**config.mk**
```make
export PLATFORM = sky130hd
export DESIGN_NAME = lp805x_sfr_rsp
export DESIGN_NICKNAME = d
export VERILOG_FILES = /design/src/rtl/lp805x_sfr_defs.sv /design/src/rtl/lp805x_sfr_fifo.sv /design/src/rtl/lp805x_sfr_rsp.sv
export SDC_FILE = /design/constraint.sdc
export NUM_CORES = 1
export LEC_CHECK = 0
export ABC_CLOCK_PERIOD_IN_PS = 4300
export CAP_MARGIN = 25
export CORE_ASPECT_RATIO = 1.5
export CORE_MARGIN = 4
export CORE_UTILIZATION = 56
export CTS_CLUSTER_SIZE = 30
export DETAILED_ROUTE_END_ITERATION = 12
export PLACE_DENSITY = 0.84
export SETUP_SLACK_MARGIN = 0.4
export SLEW_MARGIN = 15
export SYNTH_ARGS = -nofsm -noshare
export SYNTH_HDL_FRONTEND = slang
export SYNTH_HIERARCHICAL = 1
export SYNTH_SLANG_ARGS = --single-unit
```
**constraint.sdc**
```tcl
create_clock -name clk -period 4.3 [get_ports clk]
set_input_delay 0.645 -clock clk [delete_from_list [all_inputs] [get_ports clk]]
set_output_delay 0.645 -clock clk [all_outputs]
set_load 0.02 [all_outputs]
```
**src/rtl/lp805x_sfr_defs.sv**
```systemverilog
// Shared definitions for the SFR get/put responder: handshake state encodings,
// default widths and timeout, and the timer-width helper.
package lp805x_sfr_defs;

  typedef enum logic [1:0] {
    ST_IDLE    = 2'd0,
    ST_OFFER   = 2'd1,
    ST_GRANT   = 2'd2,
    ST_WAITPUT = 2'd3
  } sfr_state_e;

  localparam int DEF_DW  = 8;
  localparam int DEF_AW  = 2;
  localparam int DEF_TMO = 255;

  // Bits needed for a timer that must be able to hold the value tmo.
  function automatic int tmr_width(input int tmo);
    return (tmo < 2) ? 1 : $clog2(tmo + 1);
  endfunction

endpackage

```
**src/rtl/lp805x_sfr_fifo.sv**
```systemverilog
// Small synchronous-write FIFO with asynchronous head read; the head word is
// exposed continuously so the responder can present it without a read cycle.
module lp805x_sfr_fifo #(
  parameter int DW = 8,
  parameter int AW = 2
) (
  input  logic          clk,
  input  logic          rst,
  input  logic          push,
  input  logic [DW-1:0] push_data,
  input  logic          pop,
  output logic          full,
  output logic          empty,
  output logic [AW:0]   count,
  output logic [DW-1:0] head
);

  localparam int DEPTH = 1 << AW;

  logic [DW-1:0] mem [DEPTH];
  logic [AW-1:0] wr_ptr_r;
  logic [AW-1:0] rd_ptr_r;
  logic [AW:0]   cnt_r;
  logic          do_push_s;
  logic          do_pop_s;

  // A push while full is dropped here; the caller tracks the overflow.
  assign do_push_s = push && !full;
  assign do_pop_s  = pop && !empty;
  assign full      = (cnt_r == (AW+1)'(DEPTH));
  assign empty     = (cnt_r == {(AW+1){1'b0}});
  assign count     = cnt_r;
  assign head      = mem[rd_ptr_r];

  always_ff @(posedge clk) begin
    if (!rst && do_push_s) begin
      mem[wr_ptr_r] <= push_data;
    end
  end

  always_ff @(posedge clk) begin
    if (rst) begin
      wr_ptr_r <= {AW{1'b0}};
      rd_ptr_r <= {AW{1'b0}};
      cnt_r    <= {(AW+1){1'b0}};
    end else begin
      if (do_push_s) wr_ptr_r <= wr_ptr_r + 1'b1;
      if (do_pop_s)  rd_ptr_r <= rd_ptr_r + 1'b1;
      case ({do_push_s, do_pop_s})
        2'b10:   cnt_r <= cnt_r + 1'b1;
        2'b01:   cnt_r <= cnt_r - 1'b1;
        default: cnt_r <= cnt_r;
      endcase
    end
  end

endmodule

```
**src/rtl/lp805x_sfr_rsp.sv**
```systemverilog
// Peripheral-side responder for the SFR get/put handshake: offers the FIFO head,
// grants it while the controller reads, and retires it on the write-back pulse.
module lp805x_sfr_rsp
  import lp805x_sfr_defs::*;
#(
  parameter int DW  = DEF_DW,
  parameter int AW  = DEF_AW,
  parameter int TMO = DEF_TMO
) (
  input  logic          clk,
  input  logic          rst,
  input  logic          push,
  input  logic [DW-1:0] push_data,
  output logic          full,
  output logic [AW:0]   count,
  output logic          ovf,
  input  logic          ovf_clr,
  output logic          sfr_prrdy,
  input  logic          sfr_pget,
  output logic          sfr_pwrdy,
  output logic [DW-1:0] sfr_rdata,
  input  logic          sfr_pput,
  input  logic [DW-1:0] sfr_wdata,
  output logic          wr_valid,
  output logic [DW-1:0] wr_data,
  output logic          tmo_err
);

  localparam int TW = tmr_width(TMO);

  sfr_state_e    state_r;
  logic [TW-1:0] timer_r;
  logic          fifo_empty_s;
  logic          tmo_exp_s;
  logic          pop_s;

  // TMO of zero disables the idle timeout entirely.
  assign tmo_exp_s = (TMO != 0) && (timer_r == TW'(TMO));
  // The head is retired only when a transaction ends, with or without write-back.
  assign pop_s     = (state_r == ST_WAITPUT) && (sfr_pput || tmo_exp_s);

  lp805x_sfr_fifo #(
    .DW (DW),
    .AW (AW)
  ) u_fifo (
    .clk       (clk),
    .rst       (rst),
    .push      (push),
    .push_data (push_data),
    .pop       (pop_s),
    .full      (full),
    .empty     (fifo_empty_s),
    .count     (count),
    .head      (sfr_rdata)
  );

  // Sticky overflow: a dropped push wins over a simultaneous clear.
  always_ff @(posedge clk) begin
    if (rst) begin
      ovf <= 1'b0;
    end else if (push && full) begin
      ovf <= 1'b1;
    end else if (ovf_clr) begin
      ovf <= 1'b0;
    end else begin
      ovf <= ovf;
    end
  end

  // Handshake FSM with idle timer and write-back capture.
  always_ff @(posedge clk) begin
    if (rst) begin
      state_r   <= ST_IDLE;
      timer_r   <= {TW{1'b0}};
      sfr_prrdy <= 1'b0;
      sfr_pwrdy <= 1'b0;
      wr_valid  <= 1'b0;
      wr_data   <= {DW{1'b0}};
      tmo_err   <= 1'b0;
    end else begin
      sfr_prrdy <= 1'b0;
      wr_valid  <= 1'b0;
      tmo_err   <= 1'b0;
      case (state_r)
        ST_IDLE: begin
          if (!fifo_empty_s) begin
            sfr_prrdy <= 1'b1;
            timer_r   <= {TW{1'b0}};
            state_r   <= ST_OFFER;
          end
        end
        ST_OFFER: begin
          if (sfr_pget) begin
            sfr_pwrdy <= 1'b1;
            state_r   <= ST_GRANT;
          end else if (tmo_exp_s) begin
            tmo_err <= 1'b1;
            state_r <= ST_IDLE;
          end else begin
            timer_r <= timer_r + 1'b1;
          end
        end
        ST_GRANT: begin
          if (!sfr_pget) begin
            sfr_pwrdy <= 1'b0;
            timer_r   <= {TW{1'b0}};
            state_r   <= ST_WAITPUT;
          end
        end
        ST_WAITPUT: begin
          if (sfr_pput) begin
            wr_data  <= sfr_wdata;
            wr_valid <= 1'b1;
            state_r  <= ST_IDLE;
          end else if (tmo_exp_s) begin
            tmo_err <= 1'b1;
            state_r <= ST_IDLE;
          end else begin
            timer_r <= timer_r + 1'b1;
          end
        end
        default: begin
          sfr_pwrdy <= 1'b0;
          state_r   <= ST_IDLE;
        end
      endcase
    end
  end

endmodule

```
==> metrics.log, run 1 <==
[metrics] Hold WS: 0.451 ns
[metrics] measured slew at the worst slew-check pin: 0.729 ns
[metrics] antenna cell count: 0
[metrics] Die Width: 64.2 um
[metrics] largest net degree at the start of global routing: 33
[metrics] worst IR drop on VDD: 241 uV
[metrics] number of distinct library cells after synthesis: 40
[metrics] final setup margin: 1.55 ns
[metrics] post-CTS setup buffers: 0
[metrics] Synth Register Bits: 64
[metrics] total routed wirelength: 4.89 mm
[metrics] Post-Synth Adder-Cell Area: 3.59%
[metrics] sum of negative setup slack: 0 ns
[metrics] wire per inst: 14.6 um
[metrics] area of the core: 4540 um2
[metrics] arrival time of the worst setup path: 2.11 ns
[metrics] number of I/O port buffers: 46
[metrics] initial detailed-routing violation count: 55
[metrics] vertical die dimension: 92.3 um
[metrics] top_reg_cell synth: sky130_fd_sc_hd__edfxtp_1
[metrics] total number of vias: 1,807
[metrics] unrepaired setup endpoints after global routing: false
[metrics] share of synthesized area spent on multiplexers: 9.25%
[metrics] count of final hold-check violations: 0
[metrics] CTS Hold Buffers Added: 0
[metrics] gr ovfl total: 0
[metrics] root buffer cell: sky130_fd_sc_hd__clkbuf_8
[metrics] post-route antenna net violation count: 0
[metrics] Max Transition Viols Final: 0
[metrics] final worst path period share: 64.0%
[metrics] summed instance area of the synthesized netlist: 2650 um2
[metrics] wire length of the first global-routing pass: 8.25 mm
[metrics] Post-Synth XOR/XNOR Area: 0.991%
[metrics] P&R area growth vs syn: 26.6%
[metrics] final count of negative-setup-slack endpoints: 0
[metrics] total number of clock tree sinks: 64
[metrics] total number of placement rows: 30
[metrics] antenna violations before repair: 0
[metrics] number of global-route vias before repair: 1,760
[metrics] Boundary Pins: 47
[metrics] share of layout cells above drive strength 1: 11.8%
[metrics] initial core utilization: 58.4%
[metrics] kind of end point of the critical path: output pin
[metrics] Rel. slew slack: 50.4%
[metrics] CTS clk-pin slew, worst paths: 0.06 ns
[metrics] mean instance size in the synthesized netlist: 12.4 um2
[metrics] synthesized-area fraction occupied by ao, oa, aoi and oai cells: 9.06%
[metrics] P per Cell Area: 384 nW/um2
[metrics] LEAKAGE: 1.14 nW
[metrics] multi-input gate area in the final layout: 955 um2
[metrics] dominant combinational cell family by area after synthesis: simple AND/OR/NAND/NOR gates
[metrics] kind of start point of the critical path: flop
[metrics] area fraction in and, or, nand and nor cells after synthesis: 13.1%
[metrics] Die Outline Area: 5920 um2
[metrics] Post-Place Setup Slack: 1.41 ns
[metrics] register cell area after layout: 1600 um2
[metrics] CTS tree: built
[metrics] number of warnings printed during yosys synthesis: 6
[metrics] Worst Hold Class: reg2reg
[metrics] clock tree buffer depth: 2
[metrics] setup clock skew after layout: 0.00368 ns
[metrics] Layout fillers: 318
[metrics] peak clock frequency supported by timing: 363 MHz
[metrics] residual DRC count: 0
[metrics] number of enable flip-flop cells after synthesis: 32
[metrics] required time of the critical path: 3.65 ns
[metrics] share of async-settable or async-resettable flops after synthesis: 0%
[metrics] half-perimeter wire length of the detailed placement result: 3.43 mm
[metrics] proportion of synthesized chip area in sequential cells: 60.4%
[metrics] CTS H-Tree Depth: 3
[metrics] clock latency on the worst-skew pair: 0.32 ns
[metrics] number of nets in the finished design: 295
[metrics] via density per instance: 5.39
[metrics] detailed-routing iteration count for the pre-antenna-repair pass: 4
[metrics] cells after synthesis: 214
[metrics] min Tclk post-route: 2.75 ns
[metrics] TritonCTS Buffers: 9
[metrics] number of gates resized after cts: 0
[metrics] total routing usage reported by global routing: 18.1%
[metrics] outcome: finished, final reports clean
[metrics] number of nets produced by synthesis: 243
[metrics] WS Path Type: reg2out
[metrics] maximum fanout along the worst path: 8
[metrics] max capacitance violation total: 0
[metrics] Final GP Congestion: 0.774
## routing by layer
metal	part of all wire, %	vias to the layer above	wire length [um]	GRT usage [%]
li1	-	893	-	-
met1	42	863	2070	21.8
met2	53	44	2590	30.4
met3	3.5	7	171	5.02
met4	1.3	0	65	6.88
met5	0	-	0	0
## Yosys cell counts (all sizes together), types with 2 or more instances
| cell | n | area (um2) |
|---|---|---|
| dfxtp | 32 | 641 |
| edfxtp | 32 | 961 |
| a21oi | 22 | 110 |
| nand2 | 21 | 78.8 |
| inv | 9 | 33.8 |
| nor2 | 9 | 33.8 |
| o21ai | 9 | 45.0 |
| mux4 | 8 | 180 |
| or3 | 7 | 43.8 |
| buf | 6 | 46.3 |
| ha | 6 | 75.1 |
| mux2i | 5 | 53.8 |
| nand2b | 5 | 31.3 |
| nor3b | 5 | 42.5 |
| o211ai | 5 | 37.5 |
| clkbuf | 4 | 15.0 |
| nand3 | 3 | 15.0 |
| nor3 | 3 | 15.0 |
| or4 | 3 | 22.5 |
| xor2 | 3 | 26.3 |
| and3 | 2 | 12.5 |
| and4 | 2 | 17.5 |
| nand4 | 2 | 12.5 |
| o31ai | 2 | 15.0 |
## where the power goes
part           switching, W  internal, W
Clock              0.000216     0.000264
Combinational     0.0000665    0.0000636
Sequential        0.0000195     0.000659
Total              0.000302     0.000987
## layout by cell type (no fill, tap or decap), types with 4 or more instances in the layout
cell type,count
sky130_fd_sc_hd__clkdlybuf4s50_1,46
sky130_fd_sc_hd__dfxtp_1,32
sky130_fd_sc_hd__edfxtp_1,32
sky130_fd_sc_hd__a21oi_1,22
sky130_fd_sc_hd__nand2_1,21
sky130_fd_sc_hd__nor2_1,9
sky130_fd_sc_hd__clkbuf_8,9
sky130_fd_sc_hd__inv_1,8
sky130_fd_sc_hd__mux4_2,8
sky130_fd_sc_hd__or3_1,7
sky130_fd_sc_hd__o21ai_0,7
sky130_fd_sc_hd__ha_1,6
sky130_fd_sc_hd__o211ai_1,5
sky130_fd_sc_hd__nand2b_1,5
sky130_fd_sc_hd__buf_4,5
sky130_fd_sc_hd__mux2i_1,4
sky130_fd_sc_hd__nor3b_1,4
## flip-flops by register name, indices dropped and copies added, names as in the netlist, named ones only
register	flops
timer_r	8
u_fifo/count	3
tmo_err	1
sfr_pwrdy	1
u_fifo/rd_ptr_r	2
wr_data	8
state_r	2
ovf	1
u_fifo/wr_ptr_r	2
sfr_prrdy	1
u_fifo/mem	32
wr_valid	1
## worst max-delay path: stages, from the launching register on
cell and delay [ns]:
sky130_fd_sc_hd__dfxtp_1 0.66, sky130_fd_sc_hd__mux4_2 0.58, sky130_fd_sc_hd__clkdlybuf4s50_1 0.55
## path summary, 6_finish.rpt
kind	startpoint	cells past startpoint	to	slack (ns)
setup / recovery	flop	2	sfr_rdata[1]	1.55
hold / removal	wr_data[5]	2	wr_data[5]	0.45
setup reg to reg	timer_r[1]	12	u_fifo/count[2]	1.75
hold reg to reg	wr_data[5]	2	wr_data[5]	0.45
## per-stage QoR
step	power (W)	std cells	area, um2	util, %
after floorplan	0.000769	214	2650	-
after global routing	0.00135	335	3360	73.9
after detailed placement	0.000822	319	3170	69.8
after global placement	0.000819	319	3170	69.8
final	0.00129	335	3360	73.9
after CTS	0.00130	335	3360	73.9
## cell families (layout without fill, tap and decap cells)
kind of cell | count (synthesis) | after routing
flops | 64 | 64
xor+xnor | 3 | 3
simple gates | 65 | 65
buf+inv | 19 | 76
compound gates | 42 | 42
fa+ha+maj | 7 | 7
mux | 14 | 14
## layout make-up
type	count	share of cell area, %
Clock inverter	6	1.79
Tap cell	64	2.39
Inverter	9	1.01
Sequential cell	64	47.7
Multi-Input combinational cell	131	28.4
Clock buffer	10	3.80
Timing Repair Buffer	51	14.8
(Power assumes the default switching activity.)
==> run 2: changes to the inputs <==
- ABC_CLOCK_PERIOD_IN_PS: 4300 -> 2430
- CORE_UTILIZATION: 56 -> 47
- PLACE_DENSITY: 0.84 -> 0.75
- clock period: 4.3 -> 2.43 ns (I/O delays scaled with it)
==> metrics.log, run 2 (synthesis results as in run 1) <==
[metrics] Max Transition Viols Final: 0 (unchanged)
[metrics] worst setup path endpoint: u_fifo/count[2]
[metrics] total number of clock tree sinks: 64 (unchanged)
[metrics] worst setup slack for register-to-register paths: 0.18 ns (-1.57 ns)
[metrics] CTS clk-pin slew, worst paths: 0.07 ns (about the same)
[metrics] maximum fanout along the worst path: 5 (-3)
[metrics] number of nets in the finished design: 309 (+4.7%)
[metrics] Final GP Congestion: 0.734 (-5.2%)
[metrics] largest net degree at the start of global routing: 22 (-33%)
[metrics] wire per inst: 15.1 um (+3.4%)
[metrics] Die Width: 69.3 um (+8.0%)
[metrics] LEAKAGE: 1.25 nW (+9.2%)
[metrics] CTS Hold Buffers Added: 0 (unchanged)
[metrics] highest cell delay on the worst timing path: 0.37 ns (-0.29 ns)
[metrics] number of global-route vias before repair: 1,847 (+4.9%)
[metrics] family of cells with the greatest summed delay on the critical path: simple AND/OR/NAND/NOR gates
[metrics] final count of negative-setup-slack endpoints: 0 (unchanged)
[metrics] detailed-routing iteration count for the pre-antenna-repair pass: 4 (unchanged)
[metrics] Boundary Pins: 47 (unchanged)
[metrics] gr ovfl total: 0 (unchanged)
[metrics] clock latency on the worst-skew pair: 0.33 ns (about the same)
[metrics] wire length of the first global-routing pass: 9.12 mm (+11%)
[metrics] CTS H-Tree Depth: 3 (unchanged)
[metrics] peak clock frequency supported by timing: 444 MHz
[metrics] crit path buf inv count: 2 (+1)
[metrics] highest-delay cell along the critical path: sky130_fd_sc_hd__dfxtp_4
[metrics] ordered cell list for the critical path: nand4_1, nor2_4, o211a_1, o31ai_2, inv_1, ha_2, inv_2, fa_2, xor2_1, or3_1, a21oi_1
[metrics] number of stages on the worst hold path: 2 (unchanged)
[metrics] setup clock skew after layout: 0.00707 ns (+0.00339 ns)
[metrics] Largest regs: u_fifo/mem (32), timer_r (8), wr_data (8)
[metrics] antenna violations before repair: 0 (unchanged)
[metrics] worst IR drop on VDD: 463 uV (+92%)
[metrics] arrival time of the worst setup path: 2.51 ns (+0.40 ns)
[metrics] final worst path period share: 92.7%
[metrics] half-perimeter wire length of the detailed placement result: 3.74 mm (+9.1%)
[metrics] P per Cell Area: 690 nW/um2 (+80%)
[metrics] Post-Place Setup Slack: 0.0451 ns (-1.37 ns)
[metrics] unrepaired setup endpoints after global routing: true
[metrics] Post-Place Cell Area: 3280 um2 (+3.5%)
[metrics] worst reg-to-reg path cell count: 11 (-1)
[metrics] initial core utilization: 48.3% (-10 points)
[metrics] Layout fillers: 414 (+30%)
[metrics] P&R area growth vs syn: 33.7%
[metrics] outcome: finished, final reports clean
[metrics] most common cell after layout, fill and taps aside: sky130_fd_sc_hd__clkdlybuf4s50_1
[metrics] kind of start point of the critical path: flop
[metrics] sum of negative setup slack: 0 ns (unchanged)
[metrics] min Tclk post-route: 2.25 ns
[metrics] post-route antenna net violation count: 0 (unchanged)
[metrics] residual DRC count: 0 (unchanged)
[metrics] Critical R2R Launch: timer_r[3]
[metrics] root buffer cell: sky130_fd_sc_hd__clkbuf_8
[metrics] share of layout cells above drive strength 1: 24.9% (+13 points)
[metrics] measured slew at the worst slew-check pin: 0.454 ns (-0.275 ns)
[metrics] Rel. slew slack: 69.1% (+19 points)
[metrics] CTS tree: built
[metrics] area of the core: 5490 um2 (+21%)
[metrics] cell count along the critical path: 11 (+9)
[metrics] vertical die dimension: 100 um (+8.4%)
[metrics] TritonCTS Buffers: 9 (unchanged)
[metrics] via density per instance: 5.33 (-1.2%)
[metrics] Crit. Startpoint: timer_r[3]
[metrics] max capacitance violation total: 0 (unchanged)
[metrics] Worst R2R End: u_fifo/count[2]
[metrics] Power Total: 0.00244 W (+90%)
[metrics] number of I/O port buffers: 46 (unchanged)
[metrics] post-route core utilization: 64.5% (-9.3 points)
[metrics] total routing usage reported by global routing: 16.9% (-1.1 points)
[metrics] register name with the most flops: u_fifo/mem
[metrics] final setup margin: 0.177 ns (-1.37 ns)
[metrics] startpoint of the tightest hold check path: wr_data[5]
[metrics] antenna cell count: 0 (unchanged)
[metrics] kind of end point of the critical path: flop
[metrics] Worst Hold Class: reg2reg
[metrics] initial detailed-routing violation count: 40 (-27%)
[metrics] clock tree buffer depth: 2 (unchanged)
[metrics] WS Path Type: reg2reg
[metrics] required time of the critical path: 2.69 ns (-0.96 ns)
[metrics] leading cell types in the layout, fill and taps excluded: sky130_fd_sc_hd__clkdlybuf4s50_1, sky130_fd_sc_hd__edfxtp_1, sky130_fd_sc_hd__dfxtp_1, sky130_fd_sc_hd__a21oi_1, sky130_fd_sc_hd__nand2_1
[metrics] total number of vias: 1,892 (+4.7%)
[metrics] total routed wirelength: 5.36 mm (+9.6%)
[metrics] total number of placement rows: 33 (+10%)
[metrics] count of final hold-check violations: 0 (unchanged)
[metrics] post-route cell area: 3540 um2 (+5.6%)
[metrics] max FFs per register: 32 (unchanged)
[metrics] Die Outline Area: 6930 um2 (+17%)
## run 2: cell types whose count changed in the layout (fill, tap and decap cells not counted), sizes merged
| cell | previous run | this run |
|---|---|---|
| dlymetal6s2s | 0 | 1 |
| clkdlybuf4s50 | 46 | 37 |
| buf | 5 | 23 |
| inv | 9 | 10 |
| bufinv | 1 | 2 |
| clkbuf | 10 | 13 |
| clkinvlp | 2 | 1 |
## run 2: layout make-up
| class | instances | area, um2 | share of cell area [%] |
|---|---|---|---|
| inverters | 9 | 33.8 | 0.953 |
| well taps | 70 | 87.6 | 2.47 |
| clock buffers | 9 | 124 | 3.49 |
| repair buffers | 65 | 569 | 16.1 |
| clock inverters | 7 | 95.1 | 2.68 |
| flip-flops and latches | 64 | 1620 | 45.8 |
| multi-input cells | 131 | 1010 | 28.6 |
## run 2: power by group
part / total (W) / internal [W] / switching, W
clock network: 0.000992 / 0.000579 / 0.000413
logic: 0.000263 / 0.000124 / 0.000139
registers: 0.00119 / 0.00117 / 0.0000248
## run 2: worst reg2reg max path, cell delays in order (launching register included)
cell	delay (ns)
sky130_fd_sc_hd__dfxtp_4	0.37
sky130_fd_sc_hd__nand4_1	0.18
sky130_fd_sc_hd__nor2_4	0.16
sky130_fd_sc_hd__o211a_1	0.21
sky130_fd_sc_hd__o31ai_2	0.08
sky130_fd_sc_hd__inv_1	0.07
sky130_fd_sc_hd__ha_2	0.19
sky130_fd_sc_hd__inv_2	0.04
sky130_fd_sc_hd__fa_2	0.32
sky130_fd_sc_hd__xor2_1	0.15
sky130_fd_sc_hd__or3_1	0.31
sky130_fd_sc_hd__a21oi_1	0.11
## run 2: worst min path at each step
stage,endpoint
3_3_place_gp,wr_data[2]
3_5_place_dp,wr_data[6]
6_report,wr_data[5]
5_1_grt,wr_data[4]
4_1_cts,wr_data[6]
2_1_floorplan,flop
## run 2: metal layers
metal | GRT usage [%] | up-vias | routed length (um)
met5 | 0 | - | 0
met4 | 8.27 | 0 | 119
met3 | 4.41 | 9 | 213
met2 | 28.2 | 47 | 2910
met1 | 20.4 | 918 | 2120
li1 | - | 918 | -
## run 2: timing repair
| item | 4_1_cts | 5_1_grt |
|---|---|---|
| setup buffers | 4 | 2 |
| resized for setup | 25 | 15 |
| pin swaps | 3 | 2 |
| setup endpoints to repair | 11 | 15 |
## run 2: stage by stage
step	hold slack, ns	instances
after global routing	0.482	355
after CTS	0.456	353
final	0.453	355
after detailed placement	0.446	333
after floorplan	0.459	214
after global placement	0.441	333
